## config.mk

```make
export PLATFORM = sky130hd
export DESIGN_NAME = top_mixer
export DESIGN_NICKNAME = d
export VERILOG_FILES = /design/src/rtl/top_mixer.sv
export SDC_FILE = /design/constraint.sdc
export NUM_CORES = 2
export LEC_CHECK = 0
export BUFFER_PORTS_ARGS = -buffer_cell sky130_fd_sc_hd__buf_2
export CAP_MARGIN = 20
export CORE_AREA = 2 2 275 196
export CTS_CLUSTER_DIAMETER = 50
export DETAILED_ROUTE_END_ITERATION = 6
export DIE_AREA = 0 0 277 198
export PLACE_DENSITY = 0.7
export SKIP_LAST_GASP = 1
export SLEW_MARGIN = 5
export SYNTH_ARGS = -nofsm -noshare
export SYNTH_HDL_FRONTEND = slang
export SYNTH_SLANG_ARGS = --single-unit
```

## constraint.sdc

```tcl
create_clock -name clk -period 6.76 [get_ports clk]
set_input_delay 0.338 -clock clk [delete_from_list [all_inputs] [get_ports clk]]
set_output_delay 0.338 -clock clk [all_outputs]
set_load 0.02 [all_outputs]
```

## src/rtl/top_mixer.sv

```systemverilog
// top_mixer: registered arithmetic/logic mixer producing a 191-bit result bus
module top_mixer (
    input  logic         clk,
    input  logic         rst,
    input  logic [2:0]   wire0,
    input  logic [19:0]  wire1,
    input  logic [20:0]  wire2,
    input  logic [21:0]  wire3,
    output logic [190:0] y
);
    logic signed [21:0] a22, b22;
    logic [43:0] rot;
    logic [21:0] fa, fb, fd, fe;
    logic [40:0] fc;
    logic [19:0] s1, fh;
    logic [31:0] ff;
    logic [7:0]  fg;
    logic [1:0]  fi;
    assign a22 = {{2{wire1[19]}}, wire1};
    assign b22 = {wire2[20], wire2};
    assign rot = {wire3, wire3} << wire0;
    always_ff @(posedge clk) begin
        if (rst) begin
            fa <= '0;
            fb <= '0;
            fc <= '0;
            s1 <= '0;
            fh <= '0;
            fd <= '0;
            fe <= '0;
            ff <= '0;
            fg <= '0;
            fi <= '0;
        end else begin
            fa <= a22 + b22;
            fb <= b22 - a22;
            fc <= $signed({{21{wire1[19]}}, wire1}) * $signed({{20{wire2[20]}}, wire2});
            s1 <= wire1;
            fh <= s1;
            fd <= wire3 ^ b22;
            fe <= rot[43:22];
            ff <= ff + {10'd0, wire3};
            fg <= fg + 8'd1;
            fi <= {a22 < b22, ^wire3};
        end
    end
    assign y = {fa, fb, fc, fh, fd, fe, ff, fg, fi};
endmodule

```

-- After elaboration in Yosys (flattened, before gate mapping)
Cells that the tools add are included.
Widths: inputs -> output; s select.
- word-level logic and storage cells: 19
- input port bits: 68
- register bits: 211
- order comparisons: 1
- shifts and indexed selects: 1
- add/subtract/negate cells: 4
- bitwise gates (word level): 1
- $mul: 1
- reduce and logical (&&, ||, !) cells: 1
- operators by type and width (operator ; count):
    $shl 44x3->44 ; 1
    $mul 20x21->41 ; 1
    $add 32x22->32 ; 1
    $add 20x21->22 ; 1
    $reduce_xor 22->1 ; 1
    $sub 21x20->22 ; 1
    $xor 22x22->22 ; 1
    $lt 20x21->1 ; 1
    $add 8x1->8 const B ; 1

-- Logic depth before layout (Yosys ltp)
- depth in word-level cells: 1
- gate-level depth with buffers: 25

-- Least setup slack after synthesis
No wires, ideal clock.
- path kind: input to register
- start point: in wire2[20]
- end point: reg fc[40]
- stages: 23
- required time: 6.637 ns
- path slack: -0.005 ns
- arrival: 6.641 ns
- cell sequence: clkbuf_1 > nand2_1 > fa_1 > inv_1 > fa_1 > fa_1 > inv_1 > fa_1 > inv_1 > fa_1 > fa_1 > inv_1 > fa_1 > inv_1 > ha_1 > a21oi_1 > o211ai_1 > o211a_1 > a21oi_1 > a31oi_1 > a41o_1 > o21ai_1 > mux2_1
- longest elaborated chain between the ends: 1
- RTL lines (what ; RTL line ; text):
    start: declaration ; 7 ; input logic [20:0] wire2,
    $mul 20x21->41 ; 37 ; fc <= $signed({{21{wire1[19]}}, wire1}) * $signed({{20{wire2[20]}}, wire2});
    end signal: assignment ; 37 ;
    end: declaration ; 14 ; logic [40:0] fc;
No other way between the ends.
A chain may end at the register's enable or synchronous reset.

-- Worst setup path after layout
- start point: in wire1[6]
- end point: reg fc[32]
- longest elaborated chain between the ends: 1
- RTL lines (what ; RTL line ; text):
    start: declaration ; 6 ; input logic [19:0] wire1,
    $mul 20x21->41 ; 37 ;
No other way between the ends.

==> reports/summary.txt <==
====================================================================================
Run status                                                                 completed
Buffer depth of the longest clock path                                             3
Total length of routed wires                                               73,000 um
Largest net degree at the start of global routing                                 87
Number of hold buffers added after CTS                                             0
Proportion of synthesized flip-flops having asynchronous set or reset              0
Top achievable clock speed                                                   157 MHz
Starting Density                                                               0.482
Final Hold Viols                                                                   0
First-pass GRT wire length                                                117,000 um
Number of buffers added on ports                                                 258
1st-pass router iterations                                                         7
Number of register bits inferred by synthesis                                    210
Mean post-synth cell area                                                  9.29 um^2
Post-route insts no fill                                                       3,756
Final net count                                                                3,729
Library cell with the largest summed area after synthesis                       fa_1
Area of the die                                                          54,800 um^2
Layout Area Growth over Synthesis                                              14.6%
Post-CTS Setup Inserts                                                             0
CP Launch Point                                                             wire1[6]
Final slew viol count                                                              0
Global router's overall resource usage                                         0.272
H-tree lvl count                                                                   1
Pin slew with the least headroom to its limit                               0.901 ns
Kind of capture point of the worst setup path                               register
Post-DP HPWL                                                               60,700 um
CTS-repair resized insts                                                           0
# IOs                                                                            259
Detail-routed net length per standard cell                                   19.4 um
Antenna violations before repair                                                   4
Share of the clock period used by the worst path after layout                  0.944
Layout filler cell count                                                       4,685
Final routed DRC violation total                                                   0
Netlist Area Pre-Place                                                   25,400 um^2
Hold WC Path Type                                                       primary input to register
Primary flip-flop cell chosen by synthesis mapping                           dfxtp_1
Synth Instances                                                                2,731
Placed cell count                                                              3,710
Setup Viol. Count Final                                                            0
CTS Buf Count                                                                     24
Unique masters post-synth                                                         82
Max_cap viols                                                                      0
Residual antenna-violating net count after detailed routing                        0
Clk Latency, worst-skew pair                                                 0.56 ns
Post-layout utilization of the core                                            0.553
Most used cells in the layout excluding fill and tap cells              500 x inv_1, 440 x fa_1, 257 x buf_2
Classification of the worst setup path                                  primary input to register
Required time of the critical path                                           7.21 ns
Clock tree from TritonCTS                                                      built
Cell types with the largest area share after synthesis                  fa_1 35%, dfxtp_1 17%, ha_1 8.7%, inv_1 7.4%, and2_1 4.6%
Critical register-to-register path startpoint                           ff[0]$_SDFF_PP0_
Min cycle time layout                                                        6.38 ns
Leading cell type in the layout, fill and taps excluded                        inv_1
Arrival time at the worst endpoint                                           6.83 ns
Yosys Warn Count                                                                   0
Overall die height                                                            198 um
Cell Rows                                                                         71
Proportion of synthesized chip area in sequential cells                        0.166
Width of the die                                                              277 um
Number of clock sinks seen by CTS                                                210
Share of the synthesized area in the top cell type                             0.348
Number of flops mapped to enable cells by yosys                                    0
Area inside the core boundary                                            52,600 um^2
Clock Skew                                                                 0.0192 ns
DRC marker count from the first detailed-route iteration                       1,413
Global placement routability congestion                                        0.950
Library cell used as clock root buffer                                     clkbuf_16
Vias per cell                                                                   5.29
Via count                                                                     19,900
Fraction of final layout cells sized beyond drive strength 1                   0.158
Launching element type of the critical path                             primary input
Final hold slack                                                            0.122 ns
Grt ovf                                                                            0
Total negative slack                                                            0 ns
Clock transition at the registers of the reported paths                      0.06 ns
Crit Path Max Fanout                                                              11
Via count of the first global-routing pass                                    20,900
Number of nets in the synthesized netlist                                      3,417
Start point of the worst min-delay path                                    wire3[17]
RSZ-0062 raised after global routing                                           false
Relative slew margins                                                          0.399
====================================================================================
sequential cells by signal, summed over array words and instances, names as in the netlist:
register  flops
fh           20
fe           22
fd           22
ff           32
fb           21
fc           41
fi            2
fg            8
fa           22
s1           20
routing by layer:
layer / global-route usage / vias up / wire length (um)
li1: - / 9035 / -
met1: 0.382 / 9937 / 32400
met2: 0.427 / 773 / 32500
met3: 0.0655 / 109 / 6490
met4: 0.0606 / 4 / 1590
met5: 0 / - / 29
worst max-delay path, stage by stage:
cell and delay [ns]:
buf_2 0.20, buf_4 0.19, ha_1 0.23, fa_1 0.47, fa_1 0.51, inv_1 0.05, fa_1 0.47, inv_1 0.06
fa_1 0.48, fa_1 0.56, fa_1 0.43, fa_1 0.46, ha_1 0.35, and3_1 0.19, a221oi_1 0.36, o21ai_2 0.18
nand2_1 0.16, buf_4 0.17, a21boi_1 0.10, a211o_1 0.30, a31oi_1 0.20, mux2_1 0.33
layout make-up:
class	instances	area (um^2)	area share
flip-flops and latches	210	4200	0.145
well taps	693	867	0.0298
diodes	2	5.00	0.000172
repair buffers	404	2460	0.0845
clock buffers	31	647	0.0223
inverters	502	1880	0.0648
multi-input cells	1901	18800	0.647
clock inverters	13	185	0.00637
kinds of logic (layout without fill, tap and decap cells):
logic type                 after synthesis  after routing  share of synthesized area
and+or+nand+nor                        824            824                      0.158
DFF                                    210            210                      0.166
buffers and inverters                  620            950                     0.0923
adders and majority gates              618            618                      0.435
other                                    0              2                          0
AOI/OAI and AO/OA                      276            276                     0.0755
muxes                                   65             65                     0.0320
xor gates and xnor gates               118            118                     0.0408
worst paths after layout:
kind                                     endpoint  slack [ns]  depth (start not counted)
worst max register to register  ff[30]$_SDFF_PP0_        3.62                         11
worst min register to register  fh[11]$_SDFF_PP0_        0.44                          1
worst max-delay path            fc[32]$_SDFF_PP0_        0.38                         22
worst min-delay path            fd[17]$_SDFF_PP0_        0.12                          3
Yosys cell counts, drive strengths merged (3+ instances only):
master and n:
nand2b 22, mux2i 44, o311ai 3, mux2 9, o21a 23, ha 177, and3 19, a21oi 73
o21bai 9, buf 23, o21ai 50, a31o 4, nor4 5, nor3b 5, a2111oi 3, nand4 9
xnor2 90, fa 441, inv 501, nand3 23, dfxtp 210, a21boi 7, o211ai 9, a31oi 11
a221oi 3, nor3 36, or3 16, a21o 35, mux4 12, a211oi 12, nor2 241, and2 187
and4 3, nand2 202, clkbuf 95, nor2b 45, o31ai 11, xor2 28
stage by stage:
step	setup WS, ns	instance area (um^2)
final	0.380	29100
after global routing	0.0798	29100
after CTS	0.429	29100
after detailed placement	-0.147	28200
after global placement	-0.0551	28200
after floorplan	0.110	25400
Power is left out: the tool's default activity adds up to more than one toggle a clock period on the data nets, which glitch-free logic cannot reach.
